<file path="src/rtl/decode_queue.sv">
// decode_queue: DEPTH-entry instruction FIFO feeding a MIPS32 decoder whose
// results are held in a ready/valid output register for the issue stage.
module decode_queue #(
  parameter int DEPTH     = 4,
  parameter bit RI_STRICT = 1'b1
) (
  input  logic                     clk,
  input  logic                     resetn,
  input  logic                     flush,
  input  logic                     in_valid,
  output logic                     in_ready,
  input  logic [31:0]              in_ins,
  input  logic [31:0]              in_pc,
  input  logic                     in_adel,
  output logic                     out_valid,
  input  logic                     out_ready,
  output logic [31:0]              out_pc,
  output logic [5:0]               out_ALUop,
  output logic [6:0]               out_Rs,
  output logic [6:0]               out_Rt,
  output logic [6:0]               out_Rd,
  output logic [15:0]              out_imm,
  output logic                     out_ri,
  output logic                     out_adel,
  output logic                     out_is_branch,
  output logic                     out_in_delay_slot,
  output logic [$clog2(DEPTH):0]   count
);
  localparam int PW = $clog2(DEPTH);
  localparam int CW = PW + 1;

  // ALU operation encoding shared with the execute stage
  localparam logic [5:0] ALU_NOP = 6'd0,  ALU_ADD = 6'd1,  ALU_ADDU = 6'd2,  ALU_SUB = 6'd3;
  localparam logic [5:0] ALU_SUBU = 6'd4, ALU_AND = 6'd5,  ALU_OR = 6'd6,    ALU_XOR = 6'd7;
  localparam logic [5:0] ALU_NOR = 6'd8,  ALU_SLT = 6'd9,  ALU_SLTU = 6'd10, ALU_SLL = 6'd11;
  localparam logic [5:0] ALU_SRL = 6'd12, ALU_SRA = 6'd13, ALU_SLLV = 6'd14, ALU_SRLV = 6'd15;
  localparam logic [5:0] ALU_SRAV = 6'd16, ALU_MULT = 6'd17, ALU_MULTU = 6'd18, ALU_DIV = 6'd19;
  localparam logic [5:0] ALU_DIVU = 6'd20, ALU_LUI = 6'd21, ALU_LB = 6'd22, ALU_LBU = 6'd23;
  localparam logic [5:0] ALU_LH = 6'd24,  ALU_LHU = 6'd25, ALU_LW = 6'd26,  ALU_SB = 6'd27;
  localparam logic [5:0] ALU_SH = 6'd28,  ALU_SW = 6'd29,  ALU_BREAK = 6'd30, ALU_SYSCALL = 6'd31;
  // HI/LO live outside the GPR (2'b00) and CP0 (2'b01) register spaces
  localparam logic [6:0] HI_ADDR = 7'h40, LO_ADDR = 7'h41;

  typedef struct packed {
    logic [31:0] ins;
    logic [31:0] pc;
    logic        adel;
  } entry_t;

  typedef struct packed {
    logic [31:0] pc;
    logic [5:0]  alu;
    logic [6:0]  rs, rt, rd;
    logic [15:0] imm;
    logic        ri, adel, br, ds;
  } dec_t;

  entry_t          mem_q [DEPTH];
  logic [PW-1:0]   wr_ptr_q, rd_ptr_q;
  logic [CW-1:0]   count_q, count_d;
  logic            prev_br_q;
  logic            vld_q, vld_d;
  dec_t            out_q, dec;
  logic            push, pop, unk, rsv;
  entry_t          head;
  logic [5:0]      op, fn;
  logic [4:0]      rs, rt, rd, sa;

  assign in_ready = (count_q < CW'(DEPTH));
  assign push     = in_valid & in_ready & ~flush;
  assign pop      = (count_q != '0) & (~vld_q | out_ready) & ~flush;
  assign head     = mem_q[rd_ptr_q];
  assign {op, rs, rt, rd, sa, fn} = head.ins;

  // Decode the FIFO head: ALU op, register mapping, branch and RI detection
  always_comb begin
    dec      = '0;
    dec.pc   = head.pc;
    dec.imm  = head.ins[15:0];
    dec.adel = head.adel;
    dec.rs   = {2'b00, rs};
    dec.rt   = {2'b00, rt};
    dec.rd   = {2'b00, rd};
    dec.alu  = ALU_NOP;
    unk      = 1'b0;
    rsv      = 1'b0;
    case (op)
      6'h00: case (fn)
        6'h00: begin dec.alu = ALU_SLL;  rsv = |rs; end
        6'h02: begin dec.alu = ALU_SRL;  rsv = |rs; end
        6'h03: begin dec.alu = ALU_SRA;  rsv = |rs; end
        6'h04: begin dec.alu = ALU_SLLV; rsv = |sa; end
        6'h06: begin dec.alu = ALU_SRLV; rsv = |sa; end
        6'h07: begin dec.alu = ALU_SRAV; rsv = |sa; end
        6'h08: begin dec.alu = ALU_ADD; dec.br = 1'b1; rsv = |{rt, rd, sa}; end
        6'h09: begin dec.alu = ALU_ADD; dec.br = 1'b1; rsv = |{rt, sa}; end
        6'h0C: dec.alu = ALU_SYSCALL;
        6'h0D: dec.alu = ALU_BREAK;
        6'h10: begin dec.alu = ALU_ADD; dec.rs = HI_ADDR; rsv = |{rs, rt, sa}; end
        6'h12: begin dec.alu = ALU_ADD; dec.rs = LO_ADDR; rsv = |{rs, rt, sa}; end
        6'h11: begin dec.alu = ALU_ADD; dec.rd = HI_ADDR; rsv = |{rt, rd, sa}; end
        6'h13: begin dec.alu = ALU_ADD; dec.rd = LO_ADDR; rsv = |{rt, rd, sa}; end
        6'h18: begin dec.alu = ALU_MULT;  rsv = |{rd, sa}; end
        6'h19: begin dec.alu = ALU_MULTU; rsv = |{rd, sa}; end
        6'h1A: begin dec.alu = ALU_DIV;   rsv = |{rd, sa}; end
        6'h1B: begin dec.alu = ALU_DIVU;  rsv = |{rd, sa}; end
        6'h20: begin dec.alu = ALU_ADD;  rsv = |sa; end
        6'h21: begin dec.alu = ALU_ADDU; rsv = |sa; end
        6'h22: begin dec.alu = ALU_SUB;  rsv = |sa; end
        6'h23: begin dec.alu = ALU_SUBU; rsv = |sa; end
        6'h24: begin dec.alu = ALU_AND;  rsv = |sa; end
        6'h25: begin dec.alu = ALU_OR;   rsv = |sa; end
        6'h26: begin dec.alu = ALU_XOR;  rsv = |sa; end
        6'h27: begin dec.alu = ALU_NOR;  rsv = |sa; end
        6'h2A: begin dec.alu = ALU_SLT;  rsv = |sa; end
        6'h2B: begin dec.alu = ALU_SLTU; rsv = |sa; end
        default: unk = 1'b1;
      endcase
      6'h01: begin
        dec.alu = ALU_ADD;
        dec.br  = 1'b1;
        rsv     = |head.ins[19:17];
        case (rt)
          5'h00, 5'h01: dec.rd = '0;
          5'h10, 5'h11: begin dec.rd = 7'd31; dec.rt = '0; end
          default: unk = 1'b1;
        endcase
      end
      6'h02: begin dec.alu = ALU_ADD; dec.br = 1'b1; dec.rd = '0; end
      6'h03: begin dec.alu = ALU_ADD; dec.br = 1'b1; dec.rs = '0; dec.rt = '0; dec.rd = 7'd31; end
      6'h04, 6'h05, 6'h06, 6'h07: begin dec.alu = ALU_ADD; dec.br = 1'b1; dec.rd = '0; end
      6'h08: dec.alu = ALU_ADD;
      6'h09: dec.alu = ALU_ADDU;
      6'h0A: dec.alu = ALU_SLT;
      6'h0B: dec.alu = ALU_SLTU;
      6'h0C: dec.alu = ALU_AND;
      6'h0D: dec.alu = ALU_OR;
      6'h0E: dec.alu = ALU_XOR;
      6'h0F: begin dec.alu = ALU_LUI; rsv = |rs; end
      6'h10: begin
        dec.alu = ALU_ADD;
        case (rs)
          5'h00: begin dec.rd = {2'b00, rt}; dec.rs = '0; dec.rt = {2'b01, rd}; rsv = |head.ins[10:0]; end
          5'h04: begin dec.rd = {2'b01, rd}; dec.rs = '0; rsv = |head.ins[10:0]; end
          5'h10: rsv = (|{rt, rd, sa}) | (fn != 6'h18);
          default: unk = 1'b1;
        endcase
      end
      6'h20: dec.alu = ALU_LB;
      6'h21: dec.alu = ALU_LH;
      6'h23: dec.alu = ALU_LW;
      6'h24: dec.alu = ALU_LBU;
      6'h25: dec.alu = ALU_LHU;
      6'h28: dec.alu = ALU_SB;
      6'h29: dec.alu = ALU_SH;
      6'h2B: dec.alu = ALU_SW;
      default: unk = 1'b1;
    endcase
    if (unk) dec.alu = ALU_NOP;
    dec.ri = unk | (RI_STRICT & rsv);
    dec.ds = prev_br_q;
  end

  // Next-state for occupancy and output valid; flush wins over everything
  always_comb begin
    count_d = count_q + CW'(push) - CW'(pop);
    vld_d   = pop | (vld_q & ~out_ready);
    if (flush) begin
      count_d = '0;
      vld_d   = 1'b0;
    end
  end

  // FIFO storage; data needs no reset since count gates every read
  always_ff @(posedge clk) begin
    if (push) mem_q[wr_ptr_q] <= '{ins: in_ins, pc: in_pc, adel: in_adel};
  end

  // Pointers, occupancy, output register and branch history
  always_ff @(posedge clk or negedge resetn) begin
    if (!resetn) begin
      wr_ptr_q  <= '0;
      rd_ptr_q  <= '0;
      count_q   <= '0;
      vld_q     <= 1'b0;
      prev_br_q <= 1'b0;
      out_q     <= '0;
    end else begin
      count_q <= count_d;
      vld_q   <= vld_d;
      if (flush) begin
        wr_ptr_q  <= '0;
        rd_ptr_q  <= '0;
        prev_br_q <= 1'b0;
      end else begin
        if (push) wr_ptr_q <= wr_ptr_q + 1'b1;
        if (pop) begin
          rd_ptr_q  <= rd_ptr_q + 1'b1;
          out_q     <= dec;
          prev_br_q <= dec.br;
        end
      end
    end
  end

  assign out_valid         = vld_q;
  assign out_pc            = out_q.pc;
  assign out_ALUop         = out_q.alu;
  assign out_Rs            = out_q.rs;
  assign out_Rt            = out_q.rt;
  assign out_Rd            = out_q.rd;
  assign out_imm           = out_q.imm;
  assign out_ri            = out_q.ri;
  assign out_adel          = out_q.adel;
  assign out_is_branch     = out_q.br;
  assign out_in_delay_slot = out_q.ds;
  assign count             = count_q;
endmodule
</file>
<file path="config.mk">
export PLATFORM = sky130hd
export DESIGN_NAME = decode_queue
export DESIGN_NICKNAME = d
export VERILOG_FILES = /design/src/rtl/decode_queue.sv
export SDC_FILE = /design/constraint.sdc
export NUM_CORES = 1
export LEC_CHECK = 0
export BUFFER_PORTS_ARGS = -buffer_cell sky130_fd_sc_hd__buf_2
export CORE_MARGIN = 2
export CORE_UTILIZATION = 35
export DETAILED_ROUTE_END_ITERATION = 8
export GPL_TIMING_DRIVEN = 0
export PLACE_DENSITY = 0.59
export SKIP_CTS_REPAIR_TIMING = 1
export SYNTH_ARGS = -nofsm -noshare
export SYNTH_HDL_FRONTEND = slang
export SYNTH_SLANG_ARGS = --single-unit
</file>
<file path="constraint.sdc">
create_clock -name clk -period 5 [get_ports clk]
set_input_delay 1 -clock clk [delete_from_list [all_inputs] [get_ports clk]]
set_output_delay 1 -clock clk [all_outputs]
set_load 0.1 [all_outputs]
</file>
# After elaboration in Yosys (flattened, before gate mapping)
# Memories as Yosys holds them, arrays and structs flattened.
# Cells that the tools add are included.
totals:
  in_bits: 70
  ramBits: 260
  out_inout_bits: 84
  mem_count: 1
  regBits: 88
classes:
  addsub: 4
  mux: 32
  bitwise: 12
  n_lt_le_gt_ge: 1
  eq_ne: 57
  reduce_logical: 33
memory_table:
  columns: ["name", "depth", "word_bits", "read_ports", "rd_clocked_by_memory_dff", "write_ports", "line", "text"]
  rows:
  - ["mem_q", 4, 65, 1, 0, 1, "58", "entry_t mem_q [DEPTH];"]
ops:
  columns: ["operator", "count"]
  rows:
  - ["$pmux W5 S22", 1]
  - ["$eq A6 B6 Y1 const B", 18]
  - ["$pmux W6 S17", 1]
  - ["$eq A6 B4 Y1 const B", 12]
  - ["$eq A6 B5 Y1 const B", 9]
  - ["$eq A6 B3 Y1 const B", 7]
  - ["$pmux W7 S3", 2]
  - ["$pmux W7 S5", 1]
  - ["$reduce_or A15 Y1", 2]
  - ["$pmux W7 S2", 2]
  - ["$reduce_or A28 Y1", 1]
  - ["$eq A6 B2 Y1 const B", 4]
  - ["$reduce_or A22 Y1", 1]
  - ["$reduce_or A10 Y1", 2]
  - ["$eq A5 B5 Y1 const B", 3]
  - ["$reduce_or A5 Y1", 3]
  - ["$reduce_or A7 Y1", 2]
  - ["$reduce_or A13 Y1", 1]
  - ["$logic_not A6 Y1", 2]
  - ["$mux W6", 2]
  - ["$pmux W6 S2", 1]
  - ["$reduce_or A3 Y1", 4]
  - ["$reduce_or A11 Y1", 1]
  - ["$logic_not A5 Y1", 2]
  - ["25 further kinds", 55]

# Logic depth before layout (Yosys ltp)
# Gate-level depths: netlist of run 1.
# An unclocked memory read counts as a cell.
logic_depth:
  word_depth: 7
  mapped_depth: 12

# Worst setup path after synthesis of run 1
# OpenSTA, ideal clock, no wires.
synth_timing:
  kind: "input -> register"
  startpoint: "input port in_valid"
  endpoint: "memory mem_q[0][0] (netlist name), enable pin"
  path_buffers: 0
  arrival_time_ns: 3.050
  stages: 3
  setup_time_ns: 0.430
  path_slack_ns: 1.520
  required_ns: 4.570
  path_cell_list: "nor2b_1 -> nor2b_1 -> and2_1"
synth_via:
  elab_chain_cells: 4
synth_rtl:
  columns: ["element", "line", "text"]
  rows:
  - ["start: declaration", "10", "input logic in_valid,"]
  - ["$and A1 B1 Y1 (2 in series)", "70", "assign push = in_valid & in_ready & ~flush;"]
  - ["$mux W1", "176", "if (push) mem_q[wr_ptr_q] <= '{ins: in_ins, pc: in_pc, adel: in_adel};"]
  - ["$mux W1 (implied by the code)", "176", null]
  - ["end: declaration", "58", null]
# Every way passes these cells.

# Worst setup path after layout of run 1
layout_timing:
  startpoint: "input port out_ready"
  endpoint: "register count_q[1] (netlist: count[1])"
layout_via:
  elab_chain_cells: 5
layout_rtl:
  columns: ["element", "line", "text"]
  rows:
  - ["start: declaration", "16", "input logic out_ready,"]
  - ["$or A1 B1 Y1", "71", "assign pop = (count_q != '0) & (~vld_q | out_ready) & ~flush;"]
  - ["$and A1 B1 Y1 (2 in series)", "71", null]
  - ["$sub A3 B1 Y3", "166", "count_d = count_q + CW'(push) - CW'(pop);"]
  - ["$mux W3", "168", "if (flush) begin"]
  - ["net count_d[1]", "60", "logic [CW-1:0] count_q, count_d;"]
  - ["end signal: assignment", "189", "count_q <= count_d;"]
  - ["end: declaration", "60", null]
# The timed path passes the listed nets, and every way through them passes these cells.
# A chain may end at the register's enable or synchronous reset.

==> results.json, run 1 <==
{
  "min_period_over_period_pct": 68.6,
  "maxSlewHeadroom_pct": 35.6,
  "wl_per_cell_um": 20.7,
  "powerDensity_mw_per_mm2": 661,
  "synth.avg_cell_area_um2": 15.6,
  "max_freq_mhz": 292,
  "max_stage_delay_ns": 0.55,
  "cts_max_level": 2,
  "path_class": "in -> reg",
  "status": "finished, final reports clean",
  "dpl.hpwl_um": 22900,
  "root_buffer": "clkbuf_16",
  "route.detailed.drc": 0,
  "period_minus_slack_ns": 3.43,
  "maxCapViolCount": 0,
  "io_buffer_count": 150,
  "stdcell_count": 1651,
  "slew_violations": 0,
  "hold_viol": 0,
  "area_delta_synth_final_pct": 19.4,
  "arrival_ns": 3.83,
  "synth_area_mm2": 0.0140,
  "crit_start": "out_ready",
  "cts_tree": "built",
  "clock_sinks": 345,
  "critPathMaxFanout": 10,
  "worstSkewPairLatency_ns": 0.54,
  "rsz0062_at_grt": "false",
  "die_x_um": 204,
  "synthArstFlopShare_pct": 24.6,
  "initial_core_util_pct": 35.3,
  "synth_edf_count": 260,
  "grt-ovfl-total": 0,
  "die_y_um": 204,
  "dieArea_mm2": 0.0416,
  "synth_top_cell_by_area": "edfxtp_1",
  "drive_above_1_share_pct": 26.7,
  "synth.most_common_cell": "edfxtp_1",
  "fin_skew_ns": 0.0189,
  "ys.flop_type": "edfxtp_1",
  "numCtsBuffers": 37,
  "ant_nets": 0,
  "groute.usage.overall_pct": 16.6,
  "dp.cells": 1579,
  "vias": 8256,
  "rows": 73,
  "vias_per_cell": 5.00,
  "ir_drop_mv": 0.406,
  "critPathBufInv": 6,
  "final_area_mm2": 0.0167,
  "grt_pass1_wl_um": 51500,
  "hold_path_class": "reg -> reg",
  "synthDistinctLibCells": 69,
  "place_area_mm2": 0.0156,
  "finalSetupViolations": 0,
  "fillers": 3679,
  "cp_cell_sequence": "buf_2, inv_1, a21oi_1, nand2b_1, clkbuf_1, inv_2, clkbuf_1, ha_1, inv_1, ha_1, fa_1, nor2b_1",
  "core_mm2": 0.0396,
  "routed_wl_um": 34100,
  "grt_pass1_vias": 8430,
  "yosys_warnings": 0,
  "r2r_setup_slack_ns": 1.66,
  "cts_max_path_buffers": 3,
  "end_kind": "flop",
  "firstDrtPassIters": 6,
  "io_pins": 154,
  "reg2reg_from": "count[2]$_DFF_PN0_",
  "min_from": "out_imm[8]$_DFFE_PN0P_",
  "critical-path-top-delay-family": "buffers and inverters",
  "tightest_slew_ns": 0.967,
  "drt_iter0_drc": 489,
  "ys_seq_elements": 345,
  "ys_seq_area_share_pct": 71.0,
  "required_ns": 5.40,
  "synthTopCellsByCount": "edfxtp_1 (260), nand2_1 (188), dfrtp_1 (85)",
  "finish.net_count": 1170,
  "gp_congestion": 0.850,
  "grt_max_degree": 53,
  "cts.clk_slew.worst_paths_ns": 0.06,
  "netlist.area_leader.share_pct": 55.8,
  "synth_cells": 897,
  "slowest_stage": "clkbuf_1",
  "synthTopCellsByArea": "edfxtp_1 (56%), dfrtp_1 (15%), mux4_2 (9.0%), nand2_1 (5.0%), mux4_1 (1.5%)",
  "crit_path_start_kind": "input port",
  "p_leak_nw": 6.24,
  "antenna_found_initial": 7
}
registers in the layout, indices dropped and copies added (netlist names), 2 cells and up:
name	flops
out_pc	32
out_Rd	7
wr_ptr_q	2
out_Rs	6
out_Rt	6
rd_ptr_q	2
out_ALUop	5
count	3
mem_q	260
out_imm	16
per-layer routing:
layer  wire [µm]  GRT usage, %  part of all wire (%)  vias to the layer above
li1            -             -                     -                     3783
met1       14800          22.5                    43                     4171
met2       16400          26.7                    48                      242
met3        2200          4.13                   6.4                       56
met4         725          4.71                   2.1                        4
met5          26             0                 0.076                        -
final timing paths:
path,cells after the start,endpoint
worst min register to register,2,out_imm[8]$_DFFE_PN0P_
worst min-delay path,2,out_imm[8]$_DFFE_PN0P_
max in group asynchronous,2,out_imm[12]$_DFFE_PN0P_
min in group asynchronous,1,out_Rs[0]$_DFFE_PN0P_
worst max-delay path,12,count[1]$_DFF_PN0_
worst max register to register,12,count[2]$_DFF_PN0_
stage by stage:
step | TNS, ns | total power, mW | utilization (%) | hold WS (ns) | setup WS [ns]
6_report | 0 | 11.0 | 42.2 | 0.466 | 1.57
3_3_place_gp | -10.47 | 8.54 | 38.9 | 0.456 | -0.0881
3_5_place_dp | 0 | 8.57 | 39.3 | 0.457 | 0.949
2_1_floorplan | 0 | 7.48 | - | 0.438 | 1.52
4_1_cts | 0 | 11.2 | 42.1 | 0.471 | 1.51
5_1_grt | 0 | 11.6 | 42.2 | 0.494 | 1.37
area by class of cell:
class,instances,area [µm²],share of cell area (%)
tap,525,657,3.93
sequential,345,9930,59.4
timing repair buffer,155,891,5.33
clock buffer,47,983,5.88
multi-input combinational,491,3740,22.4
antenna,4,10.0,0.0599
buffer,49,295,1.77
clock inverter,21,154,0.921
inverter,14,52.6,0.314
worst min-delay path: stages, from the launching register on:
cell     delay (ns)
dfrtp_1        0.33
nand2_1        0.05
nand2_1        0.05
cell usage in the layout, fill, tap and decap left out, types with 8 or more instances in the layout:
cell,instances
edfxtp_1,260
nand2_1,188
buf_2,152
dfrtp_1,85
mux4_2,56
clkbuf_16,37
clkbuf_1,36
a21oi_1,35
nor2_1,35
o21ai_0,27
inv_1,12
nor2b_1,12
nand3_1,11
a31oi_1,9
nand2b_1,8
buf_6,8
mux4_1,8
clkinv_2,8
power by group:
group,internal [mW],leakage (nW),switching (mW)
Combinational,1.10,2.26,3.66
Sequential,3.51,3.43,0.217
Clock,1.46,0.559,1.11
cells by family after synthesis:
family / Yosys count / synth area share (%)
flops: 345 / 71.0
buf+inv: 63 / 2.48
fa+ha+maj: 7 / 0.679
compound gates: 104 / 4.63
xor+xnor: 7 / 0.438
simple gates: 300 / 9.73
other cells: 1 / 0.0268
mux: 70 / 11.1
(Power assumes the default switching activity.)
==> run 2: changes to the inputs <==
Settings changed: ABC_AREA from default to 1.
Clock period 5 ns to 3.5 ns, I/O delays scaled along.
==> results.json, run 2 <==
{
  "max_freq_mhz": 326,
  "die_y_um": 208,
  "status": "finished, final reports clean",
  "wl_per_cell_um": 18.5,
  "stdcell_count": 2118,
  "layout_common_cells": "nand2_1 (419), edfxtp_1 (260), buf_2 (164), nor2_1 (115), o21ai_0 (100)",
  "grt_pass1_vias": 10600,
  "dp.cells": 2048,
  "hold_path_class": "in -> async",
  "fin_skew_ns": 0.0208,
  "dieArea_mm2": 0.0433,
  "fin_util_pct": 42.8,
  "tightest_slew_ns": 0.960,
  "area_delta_synth_final_pct": 20.4,
  "cts.clk_slew.worst_paths_ns": 0.06,
  "critPathMaxFanout": 10,
  "period_minus_slack_ns": 3.07,
  "netlist.area_leader.share_pct": 53.5,
  "finalSetupViolations": 0,
  "worstSkewPairLatency_ns": 0.54,
  "yosys_warnings": 0,
  "initial_core_util_pct": 35.6,
  "powerDensity_mw_per_mm2": 985,
  "maxCapViolCount": 0,
  "final_common_cell": "nand2_1",
  "cts_tree": "built",
  "routed_wl_um": 39100,
  "ys_seq_area_share_pct": 68.1,
  "required_ns": 3.92,
  "grt_max_degree": 63,
  "largest_register_ffs": 260,
  "maxSlewHeadroom_pct": 36.0,
  "largest-register": "mem_q",
  "route.detailed.drc": 0,
  "ant_nets": 0,
  "ys_seq_elements": 345,
  "gp_congestion": 0.849,
  "synth_top_cell_by_area": "edfxtp_1",
  "slowest_stage": "dfrtp_1",
  "root_buffer": "clkbuf_16",
  "finish.net_count": 1633,
  "rsz0062_at_grt": "false",
  "die_x_um": 208,
  "synth_cells": 1354,
  "drt_iter0_drc": 812,
  "cts_max_level": 2,
  "max_stage_delay_ns": 0.41,
  "io_pins": 154,
  "cp_cell_sequence": "nor2_1, inv_1, o22ai_1, nor2_1, buf_2, buf_1, ha_1, inv_1, ha_1, fa_1, o21ai_0, a21oi_1",
  "synthTopCellsByArea": "edfxtp_1 (54%), dfrtp_1 (15%), nand2_1 (11%), o21ai_0 (3.4%), nand3_1 (3.3%)",
  "end_kind": "flop",
  "synthTopCellsByCount": "nand2_1 (419), edfxtp_1 (260), nor2_1 (119)",
  "synthDistinctLibCells": 42,
  "clock_sinks": 345,
  "grt-ovfl-total": 0,
  "ys.flop_type": "edfxtp_1",
  "synthArstFlopShare_pct": 24.6,
  "hold_viol": 0,
  "io_buffer_count": 150,
  "min_period_over_period_pct": 87.7,
  "numCtsBuffers": 38,
  "grt_pass1_wl_um": 60700,
  "core_mm2": 0.0410,
  "antenna_found_initial": 7,
  "synth.most_common_cell": "nand2_1",
  "dpl.hpwl_um": 27600,
  "synth_area_mm2": 0.0146,
  "ir_drop_mv": 0.730,
  "drive_above_1_share_pct": 19.4,
  "synth_edf_count": 260,
  "vias_per_cell": 4.95,
  "vias": 10500,
  "crit_path_start_kind": "flop",
  "cts_max_path_buffers": 3,
  "p_leak_nw": 7.36,
  "rows": 74,
  "slew_violations": 0,
  "path_class": "reg -> reg",
  "firstDrtPassIters": 5,
  "synth.avg_cell_area_um2": 10.8,
  "arrival_ns": 3.49,
  "groute.usage.overall_pct": 18.2
}
==> run 2: cell count changes in the layout (fill, tap and decap cells not counted), sizes merged, moves of 9 or more <==
cell and change:
o22ai +34, inv +47, nand2 +254, clkinv -9, mux4 -65, nand4 +15, buf +21, nand3 +90
nor2 +93, a21oi -27, nor2b -12, o21ai +73
==> run 2: final cells by class <==
cell class / instances / area (µm²)
clock buffers: 55 / 1110
plain buffers: 64 / 345
multi-input cells: 885 / 4110
clock inverters: 14 / 191
well taps: 532 / 666
diodes: 1 / 2.50
flip-flops and latches: 345 / 9930
inverters: 62 / 243
fillers: 3911 / 23400
repair buffers: 160 / 976
==> run 2: path summary, 6_finish.rpt <==
kind,startpoint,to,slack [ns],depth (start not counted)
min in group clk,in_ins[27],mem_q[2][60]$_DFFE_PP_,0.37,1
setup reg to reg,count[2]$_DFF_PN0_,count[2]$_DFF_PN0_,0.43,12
hold / removal,resetn,out_ALUop[0]$_DFFE_PN0P_,0.09,1
hold reg to reg,out_pc[9]$_DFFE_PN0P_,out_pc[9]$_DFFE_PN0P_,0.46,2
setup / recovery,count[2]$_DFF_PN0_,count[2]$_DFF_PN0_,0.43,12
max in group asynchronous,resetn,out_pc[26]$_DFFE_PN0P_,2.71,2
==> run 2: cells by family after synthesis <==
group	count (synthesis)	share of synthesized area, %
and+or+nand+nor	703	20.5
DFF	345	68.1
AOI/OAI and AO/OA	172	6.73
buffers and inverters	126	4.03
adders and majority gates	7	0.652
other	1	0.0257
==> run 2: routing by layer <==
layer | part of all wire, % | wire [µm] | track usage, % | up-vias
met5 | 0.16 | 61 | 0 | -
met4 | 2.2 | 865 | 4.94 | 10
met3 | 6.5 | 2550 | 4.59 | 67
met2 | 48 | 18600 | 30.7 | 282
met1 | 44 | 17100 | 23.3 | 5049
li1 | - | - | - | 5068
==> run 2: critical path, delay by kind of cell (launching register included) <==
kind / cells / cell delay [ns]
fa+ha+maj: 3 / 0.97
buf+inv: 4 / 0.73
compound gates: 3 / 0.56
flops: 1 / 0.41
simple gates: 2 / 0.27
==> run 2: power by group <==
group | internal [mW] | switching [mW]
clock | 2.50 | 1.61
combinational | 1.55 | 6.32
sequential | 5.05 | 0.282
total | 9.11 | 8.20
==> run 2: per-stage QoR <==
stage | setup TNS, ns | power (mW) | instance area, µm² | setup slack, ns | hold WS [ns]
6_report | 0 | 17.3 | 17600 | 0.430 | 0.0946
5_1_grt | 0 | 18.2 | 17600 | 0.209 | 0.105
4_1_cts | 0 | 17.5 | 17600 | 0.400 | 0.0908
3_5_place_dp | 0 | 13.3 | 16300 | 0.104 | 0.453
3_3_place_gp | -368.79 | 13.2 | 16000 | -1.52 | 0.451
2_1_floorplan | -176.50 | 11.4 | 14600 | -0.679 | 0.404
==> run 3: changes to the inputs <==
Settings changed: CELL_PAD_IN_SITES_DETAIL_PLACEMENT from default to 0, CELL_PAD_IN_SITES_GLOBAL_PLACEMENT from default to 2, PLACE_DENSITY 0.59 to 0.8.
==> results.json, run 3 (synthesis gave the netlist of run 2 again) <==
{
  "groute.usage.overall_pct": 18.3,
  "min_period_over_period_pct": 89.9,
  "firstDrtPassIters": 5,
  "rsz0062_at_grt": "false",
  "p_sw_mw": 8.22,
  "reg2reg_from": "count[2]$_DFF_PN0_",
  "arrival_ns": 3.56,
  "hold_viol": 0,
  "crit_path_start_kind": "flop",
  "dpl.hpwl_um": 27800,
  "period_minus_slack_ns": 3.15,
  "required_ns": 3.91,
  "crit_start": "count[2]$_DFF_PN0_",
  "p_int_mw": 8.92,
  "die_x_um": 208,
  "grt_pass1_wl_um": 60900,
  "pwr-share-seq_pct": 31.1,
  "cts_max_level": 2,
  "end_kind": "flop",
  "fin_skew_ns": 0.0118,
  "numCtsBuffers": 38,
  "place_area_mm2": 0.0163,
  "routed_wl_um": 39100,
  "clkPwrFrac_pct": 22.9,
  "r2r_setup_slack_ns": 0.35,
  "multiInputGateArea_mm2": 0.00411,
  "dieArea_mm2": 0.0433,
  "critPathMaxFanout": 10,
  "die_y_um": 208,
  "area_delta_synth_final_pct": 20.1,
  "core_mm2": 0.0410,
  "path_class": "reg -> reg",
  "drt_iter0_drc": 739,
  "io_buffer_count": 150,
  "crit_end": "count[1]$_DFF_PN0_",
  "crit-reg2reg-capture": "count[1]$_DFF_PN0_",
  "cts_max_path_buffers": 3,
  "final_area_mm2": 0.0175,
  "cts.clk_slew.worst_paths_ns": 0.06,
  "maxSlewHeadroom_pct": 37.8,
  "r2r_cells": 12,
  "slew_violations": 0,
  "rows": 74,
  "finish.net_count": 1634,
  "status": "finished, final reports clean",
  "max_freq_mhz": 318,
  "antenna_found_initial": 12,
  "finalSetupViolations": 0,
  "gp_congestion": 0.851,
  "drive_above_1_share_pct": 19.7,
  "powerDensity_mw_per_mm2": 978,
  "vias_per_cell": 4.90,
  "p_sw_share_pct": 47.9,
  "initial_core_util_pct": 35.6,
  "grt_pass1_vias": 10400,
  "clock_sinks": 345,
  "grt-ovfl-total": 0,
  "grt_max_degree": 58,
  "ir_drop_mv": 0.562,
  "pwr-share-comb_pct": 46.0,
  "vias": 10400,
  "worstSkewPairLatency_ns": 0.53,
  "root_buffer": "clkbuf_16",
  "layout_common_cells": "nand2_1 (419), edfxtp_1 (260), buf_2 (164), nor2_1 (115), o21ai_0 (100)",
  "fillers": 3907,
  "route.detailed.drc": 0,
  "layout.area.seq_mm2": 0.00993,
  "hold_path_class": "in -> async",
  "wl_per_cell_um": 18.4,
  "finalPower_mw": 17.1,
  "ant_nets": 0,
  "final_common_cell": "nand2_1",
  "maxCapViolCount": 0,
  "cts_tree": "built",
  "setup_tns_ns": 0,
  "io_pins": 154,
  "largest_register_ffs": 260,
  "largest-register": "mem_q",
  "p_leak_nw": 7.33,
  "tightest_slew_ns": 0.930
}
[run 3: cell count changes in the layout (fill, tap and decap cells not counted), moves of 2 or more]
cell | before | now
clkinvlp_4 | 1 | 4
inv_6 | 1 | 3
clkbuf_8 | 7 | 0
clkbuf_1 | 36 | 31
diode_2 | 1 | 6
clkinv_2 | 3 | 11
[run 3: routing by layer]
metal	vias to the layer above	track usage (%)	routed length (µm)
met2	273	30.8	18700
li1	5062	-	-
met1	4966	23.5	17000
met5	-	0	63
met4	12	5.93	1120
met3	79	4.02	2310
[run 3: power by group through the flow]
stage / clock network, mW / registers (mW) / logic [mW]
after CTS: 4.01 / 5.33 / 7.97
final: 3.92 / 5.33 / 7.89
after floorplan: 0 / 8.29 / 3.08
after global placement: 0 / 5.42 / 7.87
after detailed placement: 0 / 5.41 / 7.95
after global routing: 4.16 / 5.40 / 8.55
[run 3: through the flow]
step | hold slack, ns | worst slack, ns | util (%) | std cells
after floorplan | 0.404 | -0.679 | - | 1356
after global placement | 0.449 | -1.47 | 39.1 | 2038
after detailed placement | 0.454 | 0.00826 | 39.7 | 2049
after CTS | 0.0870 | 0.278 | 42.7 | 2116
after global routing | 0.123 | 0.122 | 42.7 | 2118
final | 0.0888 | 0.354 | 42.7 | 2122
[run 3: area by class of cell]
type                    instances  share of cell area (%)
well taps                     532                    3.80
repair buffers                161                    5.68
plain buffers                  64                    1.97
inverters                      62                    1.39
clock inverters                25                    1.46
flip-flops and latches        345                    56.7
diodes                          6                  0.0857
multi-input cells             885                    23.4
clock buffers                  42                    5.51
[run 3: worst min-delay path by stage]
stage,start,endpoint,slack (ns),cells after the start
after detailed placement,out_pc[18]$_DFFE_PN0P_,out_pc[18]$_DFFE_PN0P_,0.45,2
after CTS,resetn,out_imm[3]$_DFFE_PN0P_,0.09,1
after global placement,out_pc[16]$_DFFE_PN0P_,out_pc[16]$_DFFE_PN0P_,0.45,2
final,resetn,out_imm[2]$_DFFE_PN0P_,0.09,1
after global routing,resetn,out_imm[3]$_DFFE_PN0P_,0.12,1
after floorplan,resetn,count[0]$_DFF_PN0_,0.40,0
[run 3: worst max-delay path: stages, from the launching register on]
cell and delay [ns]:
dfrtp_1 0.38, nor2_1 0.06, inv_1 0.07, o22ai_1 0.13
nor2_1 0.30, buf_2 0.37, buf_1 0.64, ha_1 0.36
inv_1 0.05, ha_1 0.15, fa_1 0.41, inv_1 0.06
nor2_1 0.03
